<file path="src/rtl/game_pkg.sv">
// Shared definitions for the pig playfield game controller: states, playfield
// geometry, timing constants and the box-overlap helper.
package game_pkg;

  typedef enum logic [2:0] {
    IDLE      = 3'd0,
    PLAY      = 3'd1,
    PLACE     = 3'd2,
    PLACE_VEG = 3'd3,
    OVER      = 3'd4
  } state_t;

  localparam logic [10:0] MIN_X      = 11'd8;
  localparam logic [10:0] MAX_X      = 11'd632;
  localparam logic [10:0] MIN_Y      = 11'd8;
  localparam logic [10:0] MAX_Y      = 11'd472;
  localparam logic [10:0] SNACK_SIZE = 11'd16;
  localparam logic [10:0] VEG_SIZE   = 11'd16;
  localparam logic [10:0] PARK_XY    = 11'd2000;
  localparam int          TICK_DIV   = 25;
  localparam logic [7:0]  ROUND_SECS = 8'd30;
  localparam logic [7:0]  MAX_SCORE  = 8'd99;
  localparam int          MAX_TRIES  = 16;
  localparam logic [15:0] LFSR_SEED  = 16'hACE1;

  // Corners are 12-bit two's complement; x1/y1 are exclusive edges.
  typedef struct packed {
    logic [11:0] x0;
    logic [11:0] y0;
    logic [11:0] x1;
    logic [11:0] y1;
  } box_t;

  function automatic logic overlaps(input box_t b, input logic signed [11:0] x,
                                    input logic signed [11:0] y,
                                    input logic signed [11:0] sz);
    return !(((x + sz) <= $signed(b.x0)) || (x >= $signed(b.x1)) ||
             ((y + sz) <= $signed(b.y0)) || (y >= $signed(b.y1)));
  endfunction

endpackage

</file>
<file path="src/rtl/item_placer.sv">
// Picks a legal, non-overlapping top-left corner for a square item using a
// free-running LFSR, with a bounded number of tries and a fixed fallback.
module item_placer
  import game_pkg::*;
(
  input  logic        clk,
  input  logic        rst,
  input  logic        go,
  input  logic [10:0] size,
  input  box_t        avoid1,
  input  logic        avoid2_en,
  input  box_t        avoid2,
  output logic        done,
  output logic [10:0] x,
  output logic [10:0] y
);

  // Handshake: go is held high while a placement is wanted; done is high for
  // exactly one cycle with x/y valid in that same cycle. A go still high after
  // done starts a fresh placement with a cleared try count.
  logic [15:0]       lfsr_q, lfsr_d;
  logic [4:0]        tries_q, tries_d;
  logic [10:0]       cx, cy;
  logic signed [11:0] cx_s, cy_s, sz_s, fbx_s, fby_s;
  logic              in_bounds, clear_cand, clear_fb1;

  always_comb begin
    lfsr_d     = {lfsr_q[14:0], lfsr_q[15] ^ lfsr_q[13] ^ lfsr_q[12] ^ lfsr_q[10]};
    cx         = MIN_X + {1'b0, lfsr_q[9:0]};
    cy         = MIN_Y + {2'b00, lfsr_q[15:7]};
    cx_s       = $signed({1'b0, cx});
    cy_s       = $signed({1'b0, cy});
    sz_s       = $signed({1'b0, size});
    fbx_s      = $signed({1'b0, MIN_X});
    fby_s      = $signed({1'b0, MIN_Y});
    in_bounds  = (({1'b0, cx} + {1'b0, size}) <= {1'b0, MAX_X}) &&
                 (({1'b0, cy} + {1'b0, size}) <= {1'b0, MAX_Y});
    clear_cand = !overlaps(avoid1, cx_s, cy_s, sz_s) &&
                 !(avoid2_en && overlaps(avoid2, cx_s, cy_s, sz_s));
    clear_fb1  = !overlaps(avoid1, fbx_s, fby_s, sz_s) &&
                 !(avoid2_en && overlaps(avoid2, fbx_s, fby_s, sz_s));
    done       = 1'b0;
    x          = cx;
    y          = cy;
    tries_d    = '0;
    if (go) begin
      // Once every try is spent the fallback is taken without a fresh candidate.
      if (tries_q == 5'(MAX_TRIES)) begin
        done = 1'b1;
        x    = clear_fb1 ? MIN_X : (MAX_X - size);
        y    = clear_fb1 ? MIN_Y : (MAX_Y - size);
      end else if (in_bounds && clear_cand) begin
        done = 1'b1;
      end else begin
        tries_d = tries_q + 5'd1;
      end
    end
  end

  always_ff @(posedge clk) begin
    if (rst) begin
      lfsr_q  <= LFSR_SEED;
      tries_q <= '0;
    end else begin
      lfsr_q  <= lfsr_d;
      tries_q <= tries_d;
    end
  end

endmodule

</file>
<file path="src/rtl/round_sequencer.sv">
// Game-level controller: idle/play/placement/game-over sequencing, round
// countdown timer, and snack/vegetable placement around the pig.
module round_sequencer
  import game_pkg::*;
(
  input  logic               clk,
  input  logic               rst,
  input  logic               start,
  input  logic               new_round,
  input  logic               vegetable_consumed,
  input  logic [7:0]         score,
  input  logic signed [10:0] posX,
  input  logic signed [10:0] posY,
  input  logic signed [10:0] posX_end,
  input  logic signed [10:0] posY_end,
  output logic               game_state,
  output logic               game_over,
  output logic               win,
  output logic               is_fifth_round,
  output logic [10:0]        snackX,
  output logic [10:0]        snackY,
  output logic [10:0]        vegetableX,
  output logic [10:0]        vegetableY,
  output logic [7:0]         round_num,
  output logic [7:0]         time_left,
  output state_t             dbg_state
);

  state_t      state_q, state_d;
  logic        start_q, new_round_q, veg_cons_q;
  logic        win_q, win_d, fifth_q, fifth_d;
  logic [10:0] snack_x_q, snack_x_d, snack_y_q, snack_y_d;
  logic [10:0] veg_x_q, veg_x_d, veg_y_q, veg_y_d;
  logic [7:0]  round_q, round_d, time_q, time_d;
  logic [4:0]  tick_q, tick_d;
  logic        start_rise, nr_rise, veg_rise;
  logic        pl_go, pl_avoid2_en, pl_done;
  logic [10:0] pl_size, pl_x, pl_y;
  box_t        pig_box, snack_box;

  assign start_rise = start & ~start_q;
  assign nr_rise    = new_round & ~new_round_q;
  assign veg_rise   = vegetable_consumed & ~veg_cons_q;

  assign pig_box   = '{x0: {posX[10], posX}, y0: {posY[10], posY},
                       x1: {posX_end[10], posX_end}, y1: {posY_end[10], posY_end}};
  assign snack_box = '{x0: {1'b0, snack_x_q}, y0: {1'b0, snack_y_q},
                       x1: {1'b0, snack_x_q + SNACK_SIZE}, y1: {1'b0, snack_y_q + SNACK_SIZE}};

  item_placer u_placer (
    .clk      (clk),
    .rst      (rst),
    .go       (pl_go),
    .size     (pl_size),
    .avoid1   (pig_box),
    .avoid2_en(pl_avoid2_en),
    .avoid2   (snack_box),
    .done     (pl_done),
    .x        (pl_x),
    .y        (pl_y)
  );

  always_comb begin
    state_d      = state_q;
    win_d        = win_q;
    fifth_d      = fifth_q;
    snack_x_d    = snack_x_q;
    snack_y_d    = snack_y_q;
    veg_x_d      = veg_x_q;
    veg_y_d      = veg_y_q;
    round_d      = round_q;
    time_d       = time_q;
    tick_d       = tick_q;
    pl_go        = 1'b0;
    pl_size      = SNACK_SIZE;
    pl_avoid2_en = 1'b0;
    case (state_q)
      IDLE: if (start_rise) state_d = PLAY;
      PLAY: begin
        if (score >= MAX_SCORE) begin
          win_d   = 1'b1;
          state_d = OVER;
        end else begin
          if (veg_rise) begin
            veg_x_d = PARK_XY;
            veg_y_d = PARK_XY;
          end
          // A snack eaten on the last tick still counts: new_round beats expiry.
          if (nr_rise) begin
            round_d = (round_q == 8'hFF) ? round_q : round_q + 8'd1;
            time_d  = ROUND_SECS;
            tick_d  = '0;
            state_d = PLACE;
          end else if (tick_q == 5'(TICK_DIV - 1)) begin
            tick_d = '0;
            if (time_q == 8'd1) begin
              time_d  = 8'd0;
              state_d = OVER;
            end else begin
              time_d = time_q - 8'd1;
            end
          end else begin
            tick_d = tick_q + 5'd1;
          end
        end
      end
      PLACE: begin
        pl_go = 1'b1;
        if (pl_done) begin
          snack_x_d = pl_x;
          snack_y_d = pl_y;
          if ((round_q % 8'd5) == 8'd0) begin
            state_d = PLACE_VEG;
          end else begin
            veg_x_d = PARK_XY;
            veg_y_d = PARK_XY;
            fifth_d = 1'b0;
            state_d = PLAY;
          end
        end
      end
      PLACE_VEG: begin
        pl_go        = 1'b1;
        pl_size      = VEG_SIZE;
        pl_avoid2_en = 1'b1;
        if (pl_done) begin
          veg_x_d = pl_x;
          veg_y_d = pl_y;
          fifth_d = 1'b1;
          state_d = PLAY;
        end
      end
      OVER:    state_d = OVER;
      default: state_d = IDLE;
    endcase
  end

  always_ff @(posedge clk) begin
    if (rst) begin
      state_q     <= IDLE;
      start_q     <= 1'b0;
      new_round_q <= 1'b0;
      veg_cons_q  <= 1'b0;
      win_q       <= 1'b0;
      fifth_q     <= 1'b0;
      snack_x_q   <= MAX_X >> 1;
      snack_y_q   <= MAX_Y >> 1;
      veg_x_q     <= PARK_XY;
      veg_y_q     <= PARK_XY;
      round_q     <= 8'd0;
      time_q      <= ROUND_SECS;
      tick_q      <= '0;
    end else begin
      state_q     <= state_d;
      start_q     <= start;
      new_round_q <= new_round;
      veg_cons_q  <= vegetable_consumed;
      win_q       <= win_d;
      fifth_q     <= fifth_d;
      snack_x_q   <= snack_x_d;
      snack_y_q   <= snack_y_d;
      veg_x_q     <= veg_x_d;
      veg_y_q     <= veg_y_d;
      round_q     <= round_d;
      time_q      <= time_d;
      tick_q      <= tick_d;
    end
  end

  assign game_state     = (state_q == PLAY);
  assign game_over      = (state_q == OVER);
  assign win            = win_q;
  assign is_fifth_round = fifth_q;
  assign snackX         = snack_x_q;
  assign snackY         = snack_y_q;
  assign vegetableX     = veg_x_q;
  assign vegetableY     = veg_y_q;
  assign round_num      = round_q;
  assign time_left      = time_q;
  assign dbg_state      = state_q;

endmodule

</file>
<file path="config.mk">
export PLATFORM = sky130hd
export DESIGN_NAME = round_sequencer
export DESIGN_NICKNAME = d
export VERILOG_FILES = /design/src/rtl/game_pkg.sv /design/src/rtl/item_placer.sv /design/src/rtl/round_sequencer.sv
export SDC_FILE = /design/constraint.sdc
export NUM_CORES = 1
export LEC_CHECK = 0
export ABC_CLOCK_PERIOD_IN_PS = 9200
export CAP_MARGIN = 20
export CORE_ASPECT_RATIO = 1.5
export CORE_UTILIZATION = 30
export DETAILED_ROUTE_END_ITERATION = 16
export PLACE_DENSITY = 0.51
export SYNTH_ARGS = -nofsm -noshare
export SYNTH_HDL_FRONTEND = slang
export SYNTH_SLANG_ARGS = --single-unit
</file>
<file path="constraint.sdc">
create_clock -name clk -period 9.2 [get_ports clk]
set_input_delay 1.84 -clock clk [delete_from_list [all_inputs] [get_ports clk]]
set_output_delay 1.84 -clock clk [all_outputs]
set_load 0.05 [all_outputs]
</file>
==> run summary, run 1 <==
Final Cell Area: 9178 um^2
Fin crit share: 54.59%
Initial drt markers: 244
Predominant post-synthesis flop cell: dfxtp_1
Syn avg cell area: 8.242 um^2
Max-Cap Viols: 0
Max-slew violation count: 0
Most numerous cell in the Yosys netlist: ha_1
Sequential fraction of the synthesis area: 25.18%
LEAKAGE: 3.686 nW
FILL cells: 2558
Final Core Density: 37.83%
Reg clk slew, reported paths: 0.07 ns
Critical path, cell by cell: clkdlybuf4s50_1, inv_1, ha_1, nor2b_1, o211ai_1, a21oi_1, a2111oi_0, a211o_1, o32a_1, o211a_1, mux2i_1, nand2_1
Final setup margin: 4.177 ns
Cell internal pwr: 775.9 uW
Area after DPL: 8870 um^2
WHS: 0.4582 ns
Core outline area: 24260 um^2
P per Cell Area: 127.5 nW/um^2
Largest area contributor in the netlist: dfxtp_1
Area grow syn2layout: 24.13%
CTS tree: built
Antenna violations before repair: 0
H-tree depth: 3
TritonCTS buffer count: 9
Grt ovf: 0
Fin Setup TNS: 0 ns
Clock Path Buffers: 2
IO Port Bufs: 122
Worst slack, placed: 3.832 ns
HPWL Detailed: 17.93 mm
Global-route wire length before repair: 36.08 mm
CTS sink count: 93
Placed insts: 1312
Largest cells by area after synthesis: dfxtp_1, ha_1, inv_1
HP Start: vegetableY[2]
Vias in the first global route: 6867
Switching share of power: 33.69%
Clock Power Share: 33.3%
Synthesized flop and latch total: 93
Hold Fails Final Rpt: 0
CP Capture Type: flop
Synth top area share: 25.18%
Worst setup SP type: primary input
RSZ-0062 raised after global routing: false
Final #Nets: 1155
DR pass1 iterations: 5
Crit path buf inv count: 2
Post-route ant nets: 0
Post-synth ARST share: 0%
GPL Wtd Cong: 0.9052
Seq pwr share: 38.4%
IO Pins: 124
Drt drc: 0
Crit path arrival time: 5.23 ns
Fmax achieved: 0.1991 GHz
Setup Buffers After CTS: 0
Synth unique cells: 92
Tot Pwr: 1.170 mW
Share of cells above drive strength 1: 6.175%
FF/Latch Area: 1862 um^2
Post-layout min period: 5.023 ns
IR drop worst, VDD: 0.00007783 V
Post-Syn Instances: 897
Worst Setup SP: posY[1]
Root Driver: clkbuf_16
Syn Std Cell Area: 7393 um^2
Global-route usage over all layers: 18.38%
CP delay by family, top: compound AO/OA/AOI/OAI gates
Hold_buf cts: 0
Width of the die: 130.2 um
Max incr delay on CP: 0.96 ns
YS warnings: 0
Area of the multi-input gates: 5037 um^2
List of most frequent post-synthesis cells: ha_1, dfxtp_1, inv_1
Initial Utilization: 30.47%
Sw power: 394.2 uW
Final Non-Filler Cells: 1328
Final setup viols: 0
Critical path type: in2reg
Worst EP required: 9.41 ns
Slowest stage cell, crit path: o211a_1
Clk_lat worst skew: 0.35 ns
Reg-to-Reg Start: u_placer.lfsr_q[10]
Least-Margin Pin Slew: 1.136 ns
DIE AREA: 25290 um^2
Diode count: 0
Rows: 70
Logic pwr share: 28.2%
Worst min path class: reg2reg
Run status: finished clean
Clock Skews: 0.009627 ns
Number of gates resized after CTS: 0
Via count: 6751
CP Max Fanout: 33
Slew headroom: 24.30%
Largest net degree at the start of global routing: 65
Post-synth EDFFs: 0
Detailed-route vias per instance: 5.084
Total Wirelength: 22.92 mm
DR WL/cell: 17.26 um
Chip height: 194.3 um
cell families (layout without fill, tap and decap cells):
kind of cell               Yosys count  count (layout)  share of synthesized area, %
and+or+nand+nor                    313             313                         22.39
AOI/OAI and AO/OA                  187             187                         17.92
muxes                               28              28                         3.825
buffers and inverters              122             228                         6.735
xor gates and xnor gates            53              53                         6.989
DFF                                 93              93                         25.18
other                                1               2                       0.05072
adders and majority gates          100             100                         16.91
per-layer routing:
layer	vias to the layer above	global-route usage (%)	part of all wire [%]
li1	3416	-	-
met4	0	6.202	2.3
met5	-	0	0
met2	139	34.55	53
met3	33	1.821	3.1
met1	3163	20.98	42
sequential cells by signal, summed over array words and instances, names as in the netlist:
name,cells
vegetableX,11
vegetableY,11
new_round_q,1
u_placer.lfsr_q,16
is_fifth_round,1
dbg_state,3
start_q,1
snackX,11
tick_q,5
u_placer.tries_q,5
round_num,8
time_left,8
snackY,10
win,1
veg_cons_q,1
cell type report:
cell class                      count  share of cell area (%)
Clock buffer                       10                   2.604
Timing Repair Buffer              125                   13.50
Clock inverter                      6                  0.7498
Multi-Input combinational cell    683                   54.89
Tap cell                          324                   4.417
Inverter                           87                   3.558
Sequential cell                    93                   20.29
final timing paths:
| path | end | slack [ns] | depth (start not counted) |
|---|---|---|---|
| max reg2reg | snackX[5] | 4.46 | 13 |
| max | snackX[5] | 4.18 | 12 |
| min reg2reg | vegetableY[2] | 0.46 | 2 |
| min | vegetableY[2] | 0.46 | 2 |
worst min-delay path: stages (launching register included):
cell and delay (ns):
dfxtp_1 0.31, nand2_1 0.05, mux2i_1 0.05
layout by cell type, fill, tap and decap left out, types with 3 or more instances in the layout:
cell,instances
clkdlybuf4s50_1,121
ha_1,99
dfxtp_1,93
inv_1,84
nor2_1,66
nand2_1,62
a21oi_1,53
nand3_1,43
o21ai_0,29
nor3_1,27
xnor2_1,26
mux2i_1,26
xor2_1,20
nor2b_1,20
nand4_1,18
o211ai_1,13
nand2b_1,12
and3_1,11
nor4_1,10
clkbuf_16,9
nor3b_1,8
or2_2,7
o31ai_1,7
a31oi_1,6
a211oi_1,6
o21a_1,6
a41oi_1,5
a2111oi_0,5
xor2_2,4
nand4b_1,4
a211o_1,4
o32a_1,4
xnor2_2,3
a22oi_1,3
a21o_1,3
a21boi_0,3
buf_4,3
power groups by stage:
stage          Clock (mW)  Sequential (mW)  Combinational, mW
2_1_floorplan           0            0.473              0.204
5_1_grt             0.413            0.453              0.364
3_3_place_gp            0            0.459              0.328
6_report            0.390            0.450              0.330
3_5_place_dp            0            0.459              0.330
4_1_cts             0.398            0.450              0.332
Power figures use the tool's default switching activity.
==> run 2: changes to the inputs <==
Settings changed: ABC_CLOCK_PERIOD_IN_PS 9200 to 4700.
Clock period 9.2 ns to 4.7 ns, I/O delays scaled along.
==> run 2 against run 1 <==
  * Clock skew grew 0.0013 ns
  * Critical endpoint is now vegetableX[7]
  * Combinational power grew 110%
  * Clock power grew 85%
  * Sequential share of layout area fell by 0.31 points
  * Power increased by 95%
  * Critical path type is now reg2reg
  * Via count increased by 1.7%
  * Sequential power increased by 95%
  * Worst setup slack lost 3.8 ns
==> run summary, run 2 (synthesis results as in run 1) <==
Crit path arrival time: 4.50 ns (was 5.23 ns)
Most frequent cells in the layout: clkdlybuf4s50_1, ha_1, dfxtp_1 (unchanged)
Via count: 6869 (was 6751)
Max incr delay on CP: 0.49 ns (was 0.96 ns)
Hold Fails Final Rpt: 0 (unchanged)
Rows: 70 (unchanged)
Area of the multi-input gates: 5037 um^2 (unchanged)
Placed insts: 1329 (was 1312)
Fin Setup TNS: 0 ns (unchanged)
Global-route wire length before repair: 36.85 mm (was 36.08 mm)
Worst Setup SP: u_placer.lfsr_q[7] (was posY[1])
Final setup viols: 0 (unchanged)
Vias in the first global route: 6900 (was 6867)
TritonCTS buffer count: 9 (unchanged)
CTS sink count: 93 (unchanged)
WHS: 0.4603 ns (was 0.4582 ns)
IO Port Bufs: 122 (unchanged)
Last element of the critical path: vegetableX[7] (was snackX[5])
HP Start: vegetableX[0] (was vegetableY[2])
CP most frequent cell: buf_4
Worst min path class: reg2reg (unchanged)
Worst setup SP type: flop (was primary input)
Hold_buf cts: 0 (unchanged)
Fin crit share: 91.18%
Post-layout min period: 4.286 ns
Slowest stage cell, crit path: dfxtp_1 (was o211a_1)
Detailed-route vias per instance: 5.096 (was 5.084)
Reg-to-Reg Start: u_placer.lfsr_q[7] (was u_placer.lfsr_q[10])
Reg clk slew, reported paths: 0.07 ns (about the same)
H-tree depth: 3 (unchanged)
Critical path, cell by cell: nand3_1, nor2_2, xor2_2, nor3b_1, xnor2_1, ha_1, o21a_1, o21ai_0, a221oi_2, nand4b_1, a211o_1, o32a_1, o211ai_4, a22oi_4, buf_4, buf_4, mux2i_1 (was clkdlybuf4s50_1, inv_1, ha_1, nor2b_1, o211ai_1, a21oi_1, a2111oi_0, a211o_1, o32a_1, o211a_1, mux2i_1, nand2_1)
Clk_lat worst skew: 0.34 ns (was 0.35 ns)
HPWL Detailed: 18.72 mm (was 17.93 mm)
Width of the die: 130.2 um (unchanged)
Max reg flops: 16 (unchanged)
Least-Margin Pin Slew: 0.9026 ns (was 1.136 ns)
Largest net degree at the start of global routing: 64 (was 65)
GPL Wtd Cong: 0.9263 (was 0.9052)
Critical path type: reg2reg (was in2reg)
Initial drt markers: 237 (was 244)
Core outline area: 24260 um^2 (unchanged)
Commonest non-fill, non-tap cell in the layout: clkdlybuf4s50_1 (unchanged)
Final Non-Filler Cells: 1348 (was 1328)
FF/Latch Area: 1862 um^2 (unchanged)
DR pass1 iterations: 4 (was 5)
DR WL/cell: 17.48 um (was 17.26 um)
Root Driver: clkbuf_16 (unchanged)
DIE AREA: 25290 um^2 (unchanged)
Initial Utilization: 30.47% (unchanged)
Share of cells above drive strength 1: 8.008% (was 6.175%)
Cell depth of the worst setup path: 17 (was 12)
Slew headroom: 39.68% (was 24.30%)
IO Pins: 124 (unchanged)
Post-route ant nets: 0 (unchanged)
Run status: finished clean (unchanged)
Clock Path Buffers: 2 (unchanged)
LEAKAGE: 3.772 nW (was 3.686 nW)
Final #Nets: 1177 (was 1155)
R2R cell count: 17 (was 13)
Max-Cap Viols: 0 (unchanged)
Drt drc: 0 (unchanged)
Grt ovf: 0 (unchanged)
CP Capture Type: flop (unchanged)
RSZ-0062 raised after global routing: false (unchanged)
Diode count: 0 (unchanged)
FILL cells: 2575 (was 2558)
Global-route usage over all layers: 18.88% (was 18.38%)
Crit path buf inv count: 2 (unchanged)
IR drop worst, VDD: 0.0001538 V (was 0.00007783 V)
P per Cell Area: 244.2 nW/um^2 (was 127.5 nW/um^2)
Area grow syn2layout: 26.08% (was 24.13%)
Setup Buffers After CTS: 0 (unchanged)
Clock Skews: 0.01089 ns (was 0.009627 ns)
Antenna violations before repair: 0 (unchanged)
Fmax achieved: 0.2333 GHz
CP Max Fanout: 8 (was 33)
Setup slack, reg-to-reg: 0.41 ns (was 4.46 ns)
Total Wirelength: 23.56 mm (was 22.92 mm)
CP delay by family, top: compound AO/OA/AOI/OAI gates (unchanged)
Reg-to-reg endpoint: vegetableX[7] (was snackX[5])
Register with the most flip-flops: u_placer.lfsr_q (unchanged)
Chip height: 194.3 um (unchanged)
CTS tree: built (unchanged)
Max-slew violation count: 0 (unchanged)
Worst EP required: 4.91 ns (was 9.41 ns)
Number of gates resized after CTS: 0 (unchanged)
## run 2: area by class of cell
class | count | area share, %
multi-input cells | 683 | 54.04
well taps | 324 | 4.349
inverters | 87 | 3.503
clock buffers | 9 | 2.416
flip-flops and latches | 93 | 19.97
clock inverters | 5 | 0.6577
repair buffers | 147 | 15.06
## run 2: routing by layer
metal	GRT usage (%)	routed length (um)	vias up	part of all wire, %
met3	1.849	731	36	3.1
met2	35.19	12530	157	53
li1	-	-	3461	-
met5	0	0	-	0
met1	21.39	9621	3215	41
met4	7.450	684	0	2.9
## run 2: worst min path at each step
stage                           to  slack, ns  depth (start not counted)
6_report             vegetableX[0]       0.46                          2
3_5_place_dp         vegetableX[0]       0.45                          2
4_1_cts              vegetableX[0]       0.46                          2
5_1_grt        u_placer.tries_q[0]       0.49                          1
3_3_place_gp         vegetableX[0]       0.45                          2
2_1_floorplan  u_placer.tries_q[0]       0.43                          1
## run 2: metrics by stage
step / power, mW / worst slack (ns) / instance area, um^2 / util [%]
after global placement: 1.560 / 0.4002 / 8997 / 37.09
after floorplan: 1.324 / 0.9617 / 7397 / -
after detailed placement: 1.562 / 0.2782 / 8997 / 37.09
after CTS: 2.293 / 0.2549 / 9284 / 38.27
after global routing: 2.401 / 0.1238 / 9321 / 38.42
final: 2.276 / 0.4144 / 9321 / 38.42
## run 2: worst register-to-register path, delay by kind of cell, from the launching register on
kind                     cells  cell delay, ns
adder cells (fa/ha/maj)      1            0.35
flip-flops                   1            0.49
multiplexers                 1            0.11
AO/OA/AOI/OAI                7            1.52
buffers and inverters        2            0.32
XOR/XNOR                     2            0.55
AND/OR/NAND/NOR              4            0.81
## run 2: where the power goes
group	switching [mW]	leakage, nW	total [mW]	internal, mW
logic	0.392	2.89	0.679	0.287
registers	0.0575	0.756	0.876	0.818
clock network	0.314	0.130	0.722	0.408
